`src/rtl/dmem_arbiter.sv`:
```
// dmem_arbiter
// Shares the single-port data memory between the core load/store path (port 0)
// and a loader/debug master (port 1). Arbitration is round-robin. Port 1 may
// hold the memory for a locked burst, and a starvation guard bounds how long
// the core can be kept waiting.
//
// Ports:
//   CLK, RESET_N                    clock (rising edge), async active-low reset
//   p0_req/we/addr/wdata            core request
//   p0_gnt, p0_rvalid, p0_rdata     core grant and read return (one cycle later)
//   p1_req/we/addr/wdata, p1_lock   loader request and burst lock
//   p1_gnt, p1_rvalid, p1_rdata     loader grant and read return
//   mem_addr, mem_wdata, mem_we     to dmem
//   mem_rdata                       from dmem (combinational read)
//
// Optional feature macro: DMEM_ARB_STATS_EN
//   Adds the wrapping 32-bit counters stat_p0_gnts, stat_p1_gnts and
//   stat_conflicts as output ports.

module dmem_arbiter #(
    parameter int DATA_WIDTH   = 32,
    parameter int MAX_BURST    = 8,
    parameter int STARVE_LIMIT = 4
) (
    input  logic                  CLK,
    input  logic                  RESET_N,
    input  logic                  p0_req,
    input  logic                  p0_we,
    input  logic [DATA_WIDTH-1:0] p0_addr,
    input  logic [DATA_WIDTH-1:0] p0_wdata,
    output logic                  p0_gnt,
    output logic                  p0_rvalid,
    output logic [DATA_WIDTH-1:0] p0_rdata,
    input  logic                  p1_req,
    input  logic                  p1_we,
    input  logic [DATA_WIDTH-1:0] p1_addr,
    input  logic [DATA_WIDTH-1:0] p1_wdata,
    input  logic                  p1_lock,
    output logic                  p1_gnt,
    output logic                  p1_rvalid,
    output logic [DATA_WIDTH-1:0] p1_rdata,
    output logic [DATA_WIDTH-1:0] mem_addr,
    output logic [DATA_WIDTH-1:0] mem_wdata,
    output logic                  mem_we,
    input  logic [DATA_WIDTH-1:0] mem_rdata
`ifdef DMEM_ARB_STATS_EN
    ,
    output logic [31:0]           stat_p0_gnts,
    output logic [31:0]           stat_p1_gnts,
    output logic [31:0]           stat_conflicts
`endif
);

    typedef enum logic {
        ST_ARB  = 1'b0,
        ST_LOCK = 1'b1
    } state_t;

    localparam logic [7:0] LP_MAX_BURST    = 8'(MAX_BURST);
    localparam logic [7:0] LP_STARVE_LIMIT = 8'(STARVE_LIMIT);

    state_t                r_state;
    logic                  r_lastGnt;
    logic [7:0]            r_burstCnt;
    logic [7:0]            r_starveCnt;
    logic [DATA_WIDTH-1:0] r_memAddr;
    logic [DATA_WIDTH-1:0] r_memWdata;
    logic                  r_p0Rvalid;
    logic                  r_p1Rvalid;
    logic [DATA_WIDTH-1:0] r_p0Rdata;
    logic [DATA_WIDTH-1:0] r_p1Rdata;

    state_t                w_nextState;
    logic                  w_nextLastGnt;
    logic [7:0]            w_nextBurst;
    logic [7:0]            w_nextStarve;
    logic                  w_starve;
    logic                  w_gnt0;
    logic                  w_gnt1;
    logic [DATA_WIDTH-1:0] w_memAddr;
    logic [DATA_WIDTH-1:0] w_memWdata;

    // Grant decision and next-state logic. Grants are gated with RESET_N so
    // nothing (in particular a write) reaches dmem while reset is asserted.
    // r_lastGnt = 1 means port 1 was served last, so port 0 wins a tie.
    always_comb begin
        w_gnt0        = 1'b0;
        w_gnt1        = 1'b0;
        w_nextState   = r_state;
        w_nextLastGnt = r_lastGnt;
        w_nextBurst   = r_burstCnt;
        w_starve      = p0_req && (r_starveCnt >= LP_STARVE_LIMIT);

        if (RESET_N) begin
            case (r_state)
                ST_ARB: begin
                    if (w_starve) begin
                        w_gnt0 = 1'b1;
                    end else if (p0_req && p1_req) begin
                        w_gnt0 = r_lastGnt;
                        w_gnt1 = !r_lastGnt;
                    end else begin
                        w_gnt0 = p0_req;
                        w_gnt1 = p1_req;
                    end
                    if (w_gnt0) begin
                        w_nextLastGnt = 1'b0;
                    end
                    // A one-beat burst limit never needs the LOCK state.
                    if (w_gnt1) begin
                        w_nextLastGnt = 1'b1;
                        if (p1_lock && (LP_MAX_BURST > 8'd1)) begin
                            w_nextState = ST_LOCK;
                            w_nextBurst = 8'd1;
                        end
                    end
                end
                ST_LOCK: begin
                    if (w_starve) begin
                        w_gnt0        = 1'b1;
                        w_nextState   = ST_ARB;
                        w_nextLastGnt = 1'b1;
                        w_nextBurst   = 8'd0;
                    end else if (p1_req) begin
                        w_gnt1      = 1'b1;
                        w_nextBurst = r_burstCnt + 8'd1;
                        if (!p1_lock || (w_nextBurst >= LP_MAX_BURST)) begin
                            w_nextState   = ST_ARB;
                            w_nextLastGnt = 1'b1;
                            w_nextBurst   = 8'd0;
                        end
                    end else begin
                        w_nextState   = ST_ARB;
                        w_nextLastGnt = 1'b1;
                        w_nextBurst   = 8'd0;
                    end
                end
                default: begin
                    w_nextState = ST_ARB;
                end
            endcase
        end

        // Saturating count of consecutive denied core cycles.
        if (p0_req && !w_gnt0) begin
            w_nextStarve = (r_starveCnt >= LP_STARVE_LIMIT) ? r_starveCnt
                                                            : r_starveCnt + 8'd1;
        end else begin
            w_nextStarve = 8'd0;
        end
    end

    // The memory bus follows the winner; without a grant it holds its last value.
    assign w_memAddr  = w_gnt0 ? p0_addr  : (w_gnt1 ? p1_addr  : r_memAddr);
    assign w_memWdata = w_gnt0 ? p0_wdata : (w_gnt1 ? p1_wdata : r_memWdata);

    assign mem_addr  = w_memAddr;
    assign mem_wdata = w_memWdata;
    assign mem_we    = (w_gnt0 && p0_we) || (w_gnt1 && p1_we);
    assign p0_gnt    = w_gnt0;
    assign p1_gnt    = w_gnt1;
    assign p0_rvalid = r_p0Rvalid;
    assign p1_rvalid = r_p1Rvalid;
    assign p0_rdata  = r_p0Rdata;
    assign p1_rdata  = r_p1Rdata;

    // Arbitration state, held bus values and one-cycle read returns.
    always_ff @(posedge CLK or negedge RESET_N) begin
        if (!RESET_N) begin
            r_state     <= ST_ARB;
            r_lastGnt   <= 1'b1;
            r_burstCnt  <= 8'd0;
            r_starveCnt <= 8'd0;
            r_memAddr   <= '0;
            r_memWdata  <= '0;
            r_p0Rvalid  <= 1'b0;
            r_p1Rvalid  <= 1'b0;
            r_p0Rdata   <= '0;
            r_p1Rdata   <= '0;
        end else begin
            r_state     <= w_nextState;
            r_lastGnt   <= w_nextLastGnt;
            r_burstCnt  <= w_nextBurst;
            r_starveCnt <= w_nextStarve;
            r_memAddr   <= w_memAddr;
            r_memWdata  <= w_memWdata;
            r_p0Rvalid  <= w_gnt0 && !p0_we;
            r_p1Rvalid  <= w_gnt1 && !p1_we;
            if (w_gnt0 && !p0_we) begin
                r_p0Rdata <= mem_rdata;
            end
            if (w_gnt1 && !p1_we) begin
                r_p1Rdata <= mem_rdata;
            end
        end
    end

`ifdef DMEM_ARB_STATS_EN
    logic [31:0] r_statP0;
    logic [31:0] r_statP1;
    logic [31:0] r_statConf;

    // Free-running wrapping statistics counters.
    always_ff @(posedge CLK or negedge RESET_N) begin
        if (!RESET_N) begin
            r_statP0   <= 32'd0;
            r_statP1   <= 32'd0;
            r_statConf <= 32'd0;
        end else begin
            r_statP0   <= r_statP0 + {31'd0, w_gnt0};
            r_statP1   <= r_statP1 + {31'd0, w_gnt1};
            r_statConf <= r_statConf + {31'd0, (p0_req && p1_req)};
        end
    end

    assign stat_p0_gnts   = r_statP0;
    assign stat_p1_gnts   = r_statP1;
    assign stat_conflicts = r_statConf;
`endif

endmodule

```
`config.mk`:
```
export PLATFORM = sky130hd
export DESIGN_NAME = dmem_arbiter
export DESIGN_NICKNAME = d
export VERILOG_FILES = /design/src/rtl/dmem_arbiter.sv
export SDC_FILE = /design/constraint.sdc
export NUM_CORES = 1
export LEC_CHECK = 0
export BUFFER_PORTS_ARGS = -buffer_cell sky130_fd_sc_hd__buf_4
export CORE_MARGIN = 2
export CORE_UTILIZATION = 47
export DETAILED_ROUTE_END_ITERATION = 8
export PLACE_DENSITY = 0.9
export SYNTH_ARGS = -nofsm -noshare
export SYNTH_HDL_FRONTEND = slang
export SYNTH_SLANG_ARGS = --single-unit
```
`constraint.sdc`:
```
create_clock -name CLK -period 2.3 [get_ports CLK]
set_input_delay 0.345 -clock CLK [delete_from_list [all_inputs] [get_ports CLK]]
set_output_delay 0.345 -clock CLK [all_outputs]
set_load 0.1 [all_outputs]
```
==> results of run 1 <==
cells in the mapped netlist, types with 4 or more instances:
master,number
a31oi_1,4
o21ai_1,40
dfrtp_1,147
mux2i_1,66
buf_4,4
and2_1,7
o21ai_0,29
inv_1,6
nor2_1,13
nand2_1,70
clkbuf_1,16
mux2_2,35
mux2_1,29
a21oi_1,8
buf_6,7
kinds of logic after synthesis:
logic type,Yosys count
buf+inv,37
fa+ha+maj,3
simple gates,105
flops,148
compound gates,92
mux,130
stage by stage:
step | instance area [sq um] | hold WS (ns) | cells | setup WS (ns)
after CTS | 11800 | 0.0389 | 1080 | -0.663
after detailed placement | 9870 | 0.476 | 1011 | -0.258
after global placement | 9870 | 0.468 | 1011 | -0.124
after floorplan | 7140 | 0.0494 | 515 | -0.268
timing repair:
| action | CTS |
|---|---|
| endpoints found under the setup margin | 98 |
| resized for setup | 169 |
| setup buffers | 25 |
| gates cloned | 12 |
| pin swaps | 11 |
==> qor.yml, run 1 <==
timing:
  postGrtWorstEndpoint: "mem_addr[24]"
  worstEndpointType: "output port"
yosys:
  synthXorXnorAreaFrac_pct: 0
  synthMuxAreaShare_pct: 21.9
  ys_seq_area_share_pct: 58.8
  ys_seq_elements: 148
  synth.cell_area_sq_um: 6300
  synthArstFlopShare_pct: 100
  synth_fa_ha_area_share_pct: 0.596
  synth_top_cell_by_area: "dfrtp_1"
  synth_top_family_by_area: "multiplexers"
  synth_top_area_share_pct: 58.4
  synth_cell_types: 39
  yosys.area_share.simple_pct: 7.33
  syn_avg_cell_area_sq_um: 12.2
  synth_edf_count: 0
  synth-compound-area-share_pct: 7.99
  synth_flop_cell: "dfrtp_1"
  syn_inst: 515
  yosysWarnings: 0
  netlist_top_cells_area: "dfrtp_1 58%, mux2i_1 10%, mux2_2 6.3%"
  synth_nets: 685
cts:
  cts_buffer_depth: 2
  cts-buffers-inserted: 17
  htree_levels: 4
  clockRootBuffer: "clkbuf_16"
  hold_buffers: 0
  cts.sinks: 148
global_routing:
  grt_max_degree: 54
floorplan:
  die_h_um: 120
  num_io_pins: 300
  die_w_um: 120
  start_util_pct: 47.8
  num_rows: 42
place:
  place_hpwl_um: 15000
  finalWeightedCongestion: 0.820
  port_buffers: 299
status:
  tool.error: "[ERROR DPL-0038] Utilization greater than 100%, impossible to legalize"
  stop_stage: "global routing (5_1_grt)"
  outcome: "stopped before the end"
==> run 2: changes to the inputs <==
- CORE_UTILIZATION: 47 -> 32
- PLACE_DENSITY: 0.9 -> default
- PLACE_DENSITY_LB_ADDON: default -> 0.15
==> qor.yml, run 2 <==
status:
  outcome: "finished with violations"
  violations: "negative setup slack"
cells_and_area:
  layout_commonest_cell: "buf_4"
  layout.nets: 1063
  area_growth_pct: 102
  antennaDiodeCount: 0
  drive_gt1_share_pct: 68.5
  final_cell_mix: "296 x buf_4, 147 x dfrtp_1, 69 x nand2_1"
  final_util_pct: 65.6
yosys:
  synth.cell_area_sq_um: 6300  # unchanged
  synth_cell_types: 39  # unchanged
  synthXorXnorAreaFrac_pct: 0  # unchanged
  syn_inst: 515  # unchanged
  synth_fa_ha_area_share_pct: 0.596  # unchanged
  synth_nets: 685  # unchanged
  synth_edf_count: 0  # unchanged
  synthArstFlopShare_pct: 100  # unchanged
  synth_top_area_share_pct: 58.4  # unchanged
  synth_top_family_by_area: "multiplexers"
  synth_top_cell_by_area: "dfrtp_1"
  synth.most_common_cell: "dfrtp_1"
  synth_flop_cell: "dfrtp_1"
  yosys.area_share.simple_pct: 7.33  # unchanged
  synth-compound-area-share_pct: 7.99  # unchanged
  ys_seq_area_share_pct: 58.8  # unchanged
  syn_avg_cell_area_sq_um: 12.2  # unchanged
  ys_seq_elements: 148  # unchanged
  yosysWarnings: 0  # unchanged
  netlist_top_cells_area: "dfrtp_1 58%, mux2i_1 10%, mux2_2 6.3%"
  synthMuxAreaShare_pct: 21.9  # unchanged
  ys_top_cells_by_count: "147 x dfrtp_1, 70 x nand2_1, 66 x mux2i_1, 40 x o21ai_1, 35 x mux2_2"
routing:
  ant_nets: 0
  avgRoutedWirePerCell_um: 19.0
  drc: 0
  via_per_inst: 4.80
  dr.pass1.iters: 5
  drtIter0Drc: 169
  wirelength_um: 22200
  via_count: 5617
setup_path:
  path_cells: "nor4_4 -> and2_4 -> o21ai_2 -> a21oi_4 -> buf_12 -> buf_16 -> mux2i_2 -> o21ai_4 -> buf_4"
  start_kind: "flop"
  crit_buf_inv: 3
  max_stage_delay_ns: 0.40
  crit_family: "buffers and inverters"
  cp.required_ns: 1.96
  critical_path_class: "reg2out"
  cp_slowest_cell: "dfrtp_1"
  crit_arrival_ns: 2.55
  endpoint_kind: "output pin"
  crit_fanout: 9
cts:
  cts_buffer_depth: 2  # unchanged
  clockRootBuffer: "clkbuf_16"
  cts_tree: "done"
  cts.sinks: 148  # unchanged
  cts-buffers-inserted: 17  # unchanged
  clk_latency_ns: 0.43
  htree_levels: 4  # unchanged
  path_clk_slew_ns: 0.07
floorplan:
  num_rows: 51  # +21%
  num_io_pins: 300  # unchanged
  die_h_um: 144  # +20%
  die_w_um: 144  # +20%
  die_area_sq_um: 20800
  start_util_pct: 32.5  # -15 points
  design.core.area_sq_um: 19400
timing:
  fmax_mhz: 345
  max-slew-margin-rel_pct: 47.1
  tightest_slew_ns: 0.794
  maxSlewViolCount: 0
  clock_skew_ns: 0.0113
  fin_setup_tns_ns: -36.54
  final_hold_viol_count: 0
  rsz0062_at_grt: "true"
  period_share_pct: 126
  setup_viol: 99
  post-route-min-period_ns: 2.90
  final.setup.worst_slack_ns: -0.596
global_routing:
  antenna_found_initial: 0
  grt_use_total_pct: 19.6
  grt_remaining_overflow: 0
  grt_pass1_vias: 5750
  grt_pass1_wl_um: 31200
  grt_max_degree: 147
power_and_ir_drop:
  leakage_nw: 5.56
  ir_drop_mv: 1.01
  power_density_nw_per_um2: 1360
  p_total_mw: 17.3
place:
  place_hpwl_um: 14900  # -1.2%
  finalWeightedCongestion: 0.826  # +0.65%
  port_buffers: 299  # unchanged
flow_run:
  maxCapViolCount: 0
worst_hold_path:
  hp-class: "in2async"
==> run 2: cell counts after synthesis <==
No cell type changed its count.
==> run 2: final cells by class <==
type / instances / area [sq um]
Clock buffer: 17 / 425
Clock inverter: 15 / 184
Timing Repair Buffer: 388 / 4010
Tap cell: 265 / 332
Inverter: 7 / 33.8
Fill cell: 1396 / 6680
Sequential cell: 148 / 3700
Timing Repair inverter: 1 / 6.26
Multi-Input combinational cell: 330 / 4020
==> run 2: layer usage <==
metal | routed length (um) | track usage, %
met3 | 1690 | 6.46
met4 | 730 | 7.15
met2 | 11300 | 32.7
met5 | 0 | 0
met1 | 8460 | 23.6
==> run 2: report_power, final <==
group | switching [mW] | internal, mW | total (mW)
Clock | 1.23 | 1.65 | 2.88
Combinational | 7.06 | 3.53 | 10.6
Sequential | 0.487 | 3.34 | 3.82
Total | 8.78 | 8.52 | 17.3
==> run 2: worst reg2reg max path, delay by kind of cell (launching register included) <==
family	cells	cell delay (ns)
AO/OA/AOI/OAI	2	0.22
buffers and inverters	4	0.69
multiplexers	1	0.34
flip-flops	1	0.40
AND/OR/NAND/NOR	3	0.67
==> run 2: kinds of logic (layout without fill, tap and decap cells) <==
group	Yosys count	count (layout)
fa+ha+maj	3	3
mux	130	130
compound gates	92	92
flops	148	148
simple gates	105	105
buf+inv	37	428
==> run 2: repair_timing <==
action / 4_1_cts / 5_1_grt
resized for setup: 138 / 187
cloned: 3 / 5
pin swaps: 3 / 3
hold endpoints to repair: 8 / 0
hold buffers: 1 / 0
setup endpoints to repair: 99 / 100
setup buffers: 6 / 7
==> run 2: final timing paths <==
| path | start | to | slack [ns] | cells after the start |
|---|---|---|---|---|
| worst max register to register | r_starveCnt[5]$_DFFE_PN0P_ | p1_rdata[30]$_DFFE_PN0P_ | -0.14 | 10 |
| worst max-delay path | r_starveCnt[5]$_DFFE_PN0P_ | mem_wdata[15] | -0.60 | 9 |
| min in group CLK | mem_rdata[28] | p1_rdata[28]$_DFFE_PN0P_ | 0.15 | 2 |
| worst min register to register | p1_rdata[28]$_DFFE_PN0P_ | p1_rdata[28]$_DFFE_PN0P_ | 0.49 | 1 |
| worst min-delay path | RESET_N | r_memAddr[2]$_DFF_PN0_ | 0.07 | 2 |
| max in group asynchronous | RESET_N | p0_rdata[11]$_DFFE_PN0P_ | 1.63 | 2 |
==> run 2: stage by stage <==
| stage | hold WS [ns] | instances | setup WS, ns | instance area [sq um] |
|---|---|---|---|---|
| after floorplan | 0.0494 | 515 | -0.268 | 7140 |
| after global placement | 0.295 | 1118 | -0.104 | 10200 |
| after detailed placement | 0.298 | 1118 | -0.201 | 10200 |
| after CTS | 0.118 | 1160 | -0.597 | 11700 |
| after global routing | 0.126 | 1171 | -0.751 | 12700 |
| final | 0.0730 | 1171 | -0.596 | 12700 |
No activity file was read; power rests on OpenSTA's default activity.
==> run 3: changes to the inputs <==
- clock period: 2.3 -> 2.76 ns (I/O delays scaled with it)
==> qor.yml, run 3 (synthesis results as in run 2) <==
cts:
  cts.sinks: 148  # unchanged
  clk_latency_ns: 0.42  # about the same
  clockRootBuffer: "clkbuf_16"
  cts_tree: "done"
  cts-buffers-inserted: 17  # unchanged
  cts_buffer_depth: 2  # unchanged
  path_clk_slew_ns: 0.07  # about the same
  htree_levels: 4  # unchanged
timing:
  setup_viol: 65  # -34%
  tightest_slew_ns: 1.03  # +0.235 ns
  max-slew-margin-rel_pct: 31.4  # -16 points
  maxSlewViolCount: 0  # unchanged
  post-route-min-period_ns: 2.93
  fmax_mhz: 342
  period_share_pct: 106
  final.setup.worst_slack_ns: -0.168  # +0.428 ns
  whs_ns: 0.216  # +0.143 ns
  rsz0062_at_grt: "true"
  final_hold_viol_count: 0  # unchanged
  clock_skew_ns: 0.0129  # +0.00156 ns
status:
  outcome: "finished with violations"
  violations: "negative setup slack"
global_routing:
  antenna_found_initial: 0  # unchanged
  grt_max_degree: 80  # -46%
  grt_use_total_pct: 18.8  # -0.74 points
  grt_pass1_vias: 5696  # -0.94%
  grt_pass1_wl_um: 30100  # -3.5%
  grt_remaining_overflow: 0  # unchanged
setup_path:
  r2r_end: "p1_rdata[12]$_DFFE_PN0P_"
  crit_arrival_ns: 2.51  # -0.04 ns
  reg2reg_slack_ns: 0.39  # +0.53 ns
  start_kind: "flop"
  r2r_start: "r_starveCnt[7]$_DFFE_PN0P_"
  cp.required_ns: 2.35  # +0.39 ns
  endpoint_kind: "output pin"
  crit_fanout: 5  # -4
  critical_path_class: "reg2out"
  r2r_cells: 9  # -1
place:
  finalWeightedCongestion: 0.782  # -5.3%
  numPlacedInstances: 1069  # -4.4%
  port_buffers: 299  # unchanged
  pre_cts_ws_ns: 0.117  # +0.318 ns
  place_hpwl_um: 13800  # -7.4%
floorplan:
  die_w_um: 144  # unchanged
  die_h_um: 144  # unchanged
  num_rows: 51  # unchanged
  num_io_pins: 300  # unchanged
  die_area_sq_um: 20800  # unchanged
  start_util_pct: 32.5  # unchanged
  design.core.area_sq_um: 19400  # unchanged
cells_and_area:
  layout.nets: 1025  # -3.6%
  stdcell_count: 1133  # -3.2%
  antennaDiodeCount: 0  # unchanged
  drive_gt1_share_pct: 63.4  # -5.2 points
  fillers: 1419  # +1.6%
  area_growth_pct: 93.0
  final_cell_mix: "257 x buf_4, 147 x dfrtp_1, 68 x nand2_1"
  layout_commonest_cell: "buf_4"
worst_hold_path:
  hold_start: "mem_rdata[19]"
  hold_path_end: "p1_rdata[19]$_DFFE_PN0P_"
  whs_path_depth: 2
  hp-class: "in2reg"
routing:
  via_per_inst: 4.73  # -1.4%
  wirelength_um: 20600  # -7.4%
  dr.pass1.iters: 5  # unchanged
  drc: 0  # unchanged
  via_count: 5359  # -4.6%
  avgRoutedWirePerCell_um: 18.1  # -4.3%
  drtIter0Drc: 149  # -12%
  ant_nets: 0  # unchanged
flow_run:
  maxCapViolCount: 0  # unchanged
power_and_ir_drop:
  leakage_nw: 5.24  # -5.6%
  ir_drop_mv: 0.937  # -6.8%
  power_density_nw_per_um2: 1160  # -15%
-- run 3: layout make-up --
| type | instances | area, sq um | share of cell area [%] |
|---|---|---|---|
| repair inverters | 1 | 6.26 | 0.0515 |
| clock inverters | 14 | 185 | 1.52 |
| clock buffers | 18 | 439 | 3.61 |
| inverters | 7 | 33.8 | 0.278 |
| well taps | 265 | 332 | 2.73 |
| flip-flops and latches | 148 | 3700 | 30.5 |
| repair buffers | 350 | 3710 | 30.5 |
| multi-input cells | 330 | 3750 | 30.8 |
-- run 3: critical path, cell delays in order, from the launching register on --
cell and delay, ns:
dfrtp_1 0.40, nor4_4 0.29, and2_4 0.20, o21ai_4 0.06, a21oi_4 0.20, buf_6 0.15, buf_6 0.12, clkbuf_16 0.16
mux2i_4 0.23, o21ai_2 0.09, buf_8 0.18
-- run 3: where the power goes --
part	leakage, nW	internal (mW)	switching [mW]
clock	0.308	1.41	1.03
combinational	3.13	2.66	5.79
sequential	1.80	2.78	0.389
total	5.24	6.85	7.22
-- run 3: worst max-delay path by stage --
stage                                           from            end  slack, ns  cells past startpoint
after floorplan           r_starveCnt[7]$_DFFE_PN0P_   mem_addr[22]      -0.46                      7
after global placement    r_starveCnt[7]$_DFFE_PN0P_  mem_wdata[17]       0.19                      9
after detailed placement  r_starveCnt[6]$_DFFE_PN0P_  mem_wdata[15]       0.12                      9
after CTS                 r_starveCnt[5]$_DFFE_PN0P_  mem_wdata[22]      -0.17                     10
after global routing      r_starveCnt[7]$_DFFE_PN0P_   mem_addr[10]      -0.25                     10
final                     r_starveCnt[7]$_DFFE_PN0P_   mem_addr[10]      -0.17                     10
-- run 3: metal layers --
layer	GRT usage, %	wire [um]
met1	20.7	7430
met2	34.9	11500
met3	5.66	1310
met4	5.42	299
met5	0	0
-- run 3: what timing repair did --
item | in CTS | in global routing
hold buffers | 1 | 0
gates cloned | 4 | 4
pin swaps | 12 | 17
setup endpoints to repair | 65 | 66
gates resized for setup | 260 | 86
setup buffers | 18 | 9
endpoints found under the hold margin | 8 | 0
-- run 3: metrics by stage --
stage	cell area [sq um]	TNS (ns)	power, mW	utilization, %
floorplan	6840	-3.90	8.60	-
global placement	9520	0	10.1	49.1
detailed placement	9520	0	10.1	49.1
CTS	11700	-7.47	13.8	60.2
global route	12200	-12.96	14.5	62.7
finish	12200	-6.61	14.1	62.7
==> run 4: changes to the inputs <==
- clock period: 2.76 -> 3.6 ns (I/O delays scaled with it)
==> qor.yml, run 4 (synthesis results as in run 2) <==
status:
  outcome: "finished, final reports clean"
floorplan:
  design.core.area_sq_um: 19400  # unchanged
  start_util_pct: 32.5  # unchanged
  die_w_um: 144  # unchanged
  die_h_um: 144  # unchanged
  num_io_pins: 300  # unchanged
  die_area_sq_um: 20800  # unchanged
  num_rows: 51  # unchanged
cells_and_area:
  fillers: 1833  # +29%
  final_util_pct: 49.4  # -13 points
  layout_commonest_cell: "buf_4"
  final_cell_mix: "311 x buf_4, 147 x dfrtp_1, 70 x nand2_1"
  stdcell_count: 1101  # -2.8%
  area_growth_pct: 52.0
  antennaDiodeCount: 0  # unchanged
  layout.nets: 993  # -3.1%
  drive_gt1_share_pct: 46.9  # -16 points
power_and_ir_drop:
  leakage_nw: 4.52  # -14%
  netSwitchingPower_mw: 5.08  # -30%
  swShare_pct: 54.1  # +2.8 points
  clkPwrFrac_pct: 20.4  # +3.0 points
  p_seq_share_pct: 24.9  # +2.4 points
  ir_drop_mv: 0.623  # -34%
  p_int_mw: 4.31  # -37%
  power_density_nw_per_um2: 980  # -15%
  comb_power_share_pct: 54.7  # -5.4 points
setup_path:
  cp.required_ns: 3.06  # +0.71 ns
  endpoint_kind: "output pin"
  start_kind: "flop"
  crit_fanout: 18  # +13
  path_cells: "nor4_4 -> and2_1 -> o21ai_1 -> a21oi_4 -> buf_12 -> buf_12 -> mux2i_1 -> o21ai_0 -> buf_4"
  max_stage_delay_ns: 0.41  # about the same
  critical_path_class: "reg2out"
  crit_arrival_ns: 2.76  # +0.25 ns
  cp_slowest_cell: "dfrtp_1"
  crit_path_frequent_cell: "buf_12"
global_routing:
  grt_max_degree: 66  # -18%
  grt_use_total_pct: 17.4  # -1.4 points
  grt_pass1_vias: 5368  # -5.8%
  grt_remaining_overflow: 0  # unchanged
  antenna_found_initial: 0  # unchanged
  grt_pass1_wl_um: 27700  # -7.8%
timing:
  maxSlewViolCount: 0  # unchanged
  final.setup.worst_slack_ns: 0.301  # +0.469 ns
  tightest_slew_ns: 0.808  # -0.221 ns
  max-slew-margin-rel_pct: 46.1  # +15 points
  fmax_mhz: 303
  setup_viol: 0  # -100%
  final_hold_viol_count: 0  # unchanged
  clock_skew_ns: 0.0133  # +0.000385 ns
  post-route-min-period_ns: 3.30
  rsz0062_at_grt: "false"
  period_share_pct: 91.6
cts:
  htree_levels: 4  # unchanged
  cts_tree: "done"
  cts-buffers-inserted: 17  # unchanged
  path_clk_slew_ns: 0.07  # about the same
  cts_buffer_depth: 2  # unchanged
  clockRootBuffer: "clkbuf_16"
  cts.sinks: 148  # unchanged
  clk_latency_ns: 0.42  # about the same
place:
  pre_cts_ws_ns: 0.499  # +0.382 ns
  port_buffers: 299  # unchanged
  finalWeightedCongestion: 0.814  # +4.1%
  numPlacedInstances: 1065  # -0.37%
  place_hpwl_um: 13800  # +0.36%
flow_run:
  maxCapViolCount: 0  # unchanged
worst_hold_path:
  hp-class: "in2reg"
routing:
  ant_nets: 0  # unchanged
  avgRoutedWirePerCell_um: 16.8  # -7.4%
  dr.pass1.iters: 4  # -1
  drtIter0Drc: 163  # +9.4%
  via_per_inst: 4.62  # -2.4%
  via_count: 5085  # -5.1%
  wirelength_um: 18500  # -10%
  drc: 0  # unchanged
## run 4: cell count changes in the layout (fill, tap and decap cells not counted), sizes merged
cell      previous run  this run
inv                 16        17
clkbuf              20        17
buf                347       318
clkinv               4         1
clkinvlp             0         1
bufinv               2         3
## run 4: final cells by class
type                            count  area (sq um)  area share, %
Clock buffer                       17           425           4.44
Clock inverter                     15           206           2.16
Tap cell                          265           332           3.46
Timing Repair Buffer              319          2480           25.9
Sequential cell                   148          3700           38.7
Inverter                            7          28.8          0.301
Multi-Input combinational cell    330          2400           25.1
## run 4: worst max-delay path: cells and delay by family, from the launching register on
kind	cells	cell delay [ns]
buf+inv	3	0.70
compound gates	3	0.56
simple gates	2	0.55
flops	1	0.41
mux	1	0.09
## run 4: worst paths after layout
path,start,to,slack (ns),cells after the start
setup / recovery,r_starveCnt[7]$_DFFE_PN0P_,mem_wdata[31],0.30,9
hold reg to reg,p1_rdata[11]$_DFFE_PN0P_,p1_rdata[11]$_DFFE_PN0P_,0.49,1
min in group asynchronous,RESET_N,r_starveCnt[3]$_DFFE_PN0P_,0.51,2
hold / removal,mem_rdata[12],p1_rdata[12]$_DFFE_PN0P_,0.34,2
setup reg to reg,r_starveCnt[7]$_DFFE_PN0P_,p1_rdata[19]$_DFFE_PN0P_,1.08,8
max in group asynchronous,RESET_N,r_memWdata[17]$_DFF_PN0_,1.70,4
## run 4: what timing repair did
item / in CTS / in global routing
endpoints found under the hold margin: 1 / 0
endpoints found under the setup margin: 0 / 60
gates resized for setup: 0 / 1
hold buffers: 1 / 0
setup buffers: 0 / 3
## run 4: metal layers
| metal | GRT usage (%) | wire, um | vias up |
|---|---|---|---|
| met1 | 19.0 | 7120 | 2419 |
| met2 | 30.1 | 9060 | 223 |
| li1 | - | - | 2423 |
| met4 | 5.26 | 281 | 0 |
| met5 | 0 | 0 | - |
| met3 | 8.31 | 2040 | 20 |
## run 4: metrics by stage
stage	power [mW]	hold WS, ns	TNS (ns)	instance area (sq um)
floorplan	6.35	0.244	-13.01	6300
global placement	7.45	0.330	0	8900
detailed placement	7.51	0.332	0	8900
CTS	9.47	0.318	0	9540
global route	9.73	0.326	0	9570
finish	9.38	0.343	0	9570
## run 4: power groups by stage
stage / Sequential [mW] / Combinational (mW) / Clock [mW]
after detailed placement: 2.35 / 5.16 / 0
after global routing: 2.39 / 5.30 / 2.04
final: 2.33 / 5.13 / 1.92
after CTS: 2.34 / 5.16 / 1.97
after global placement: 2.33 / 5.12 / 0
after floorplan: 4.07 / 2.28 / 0
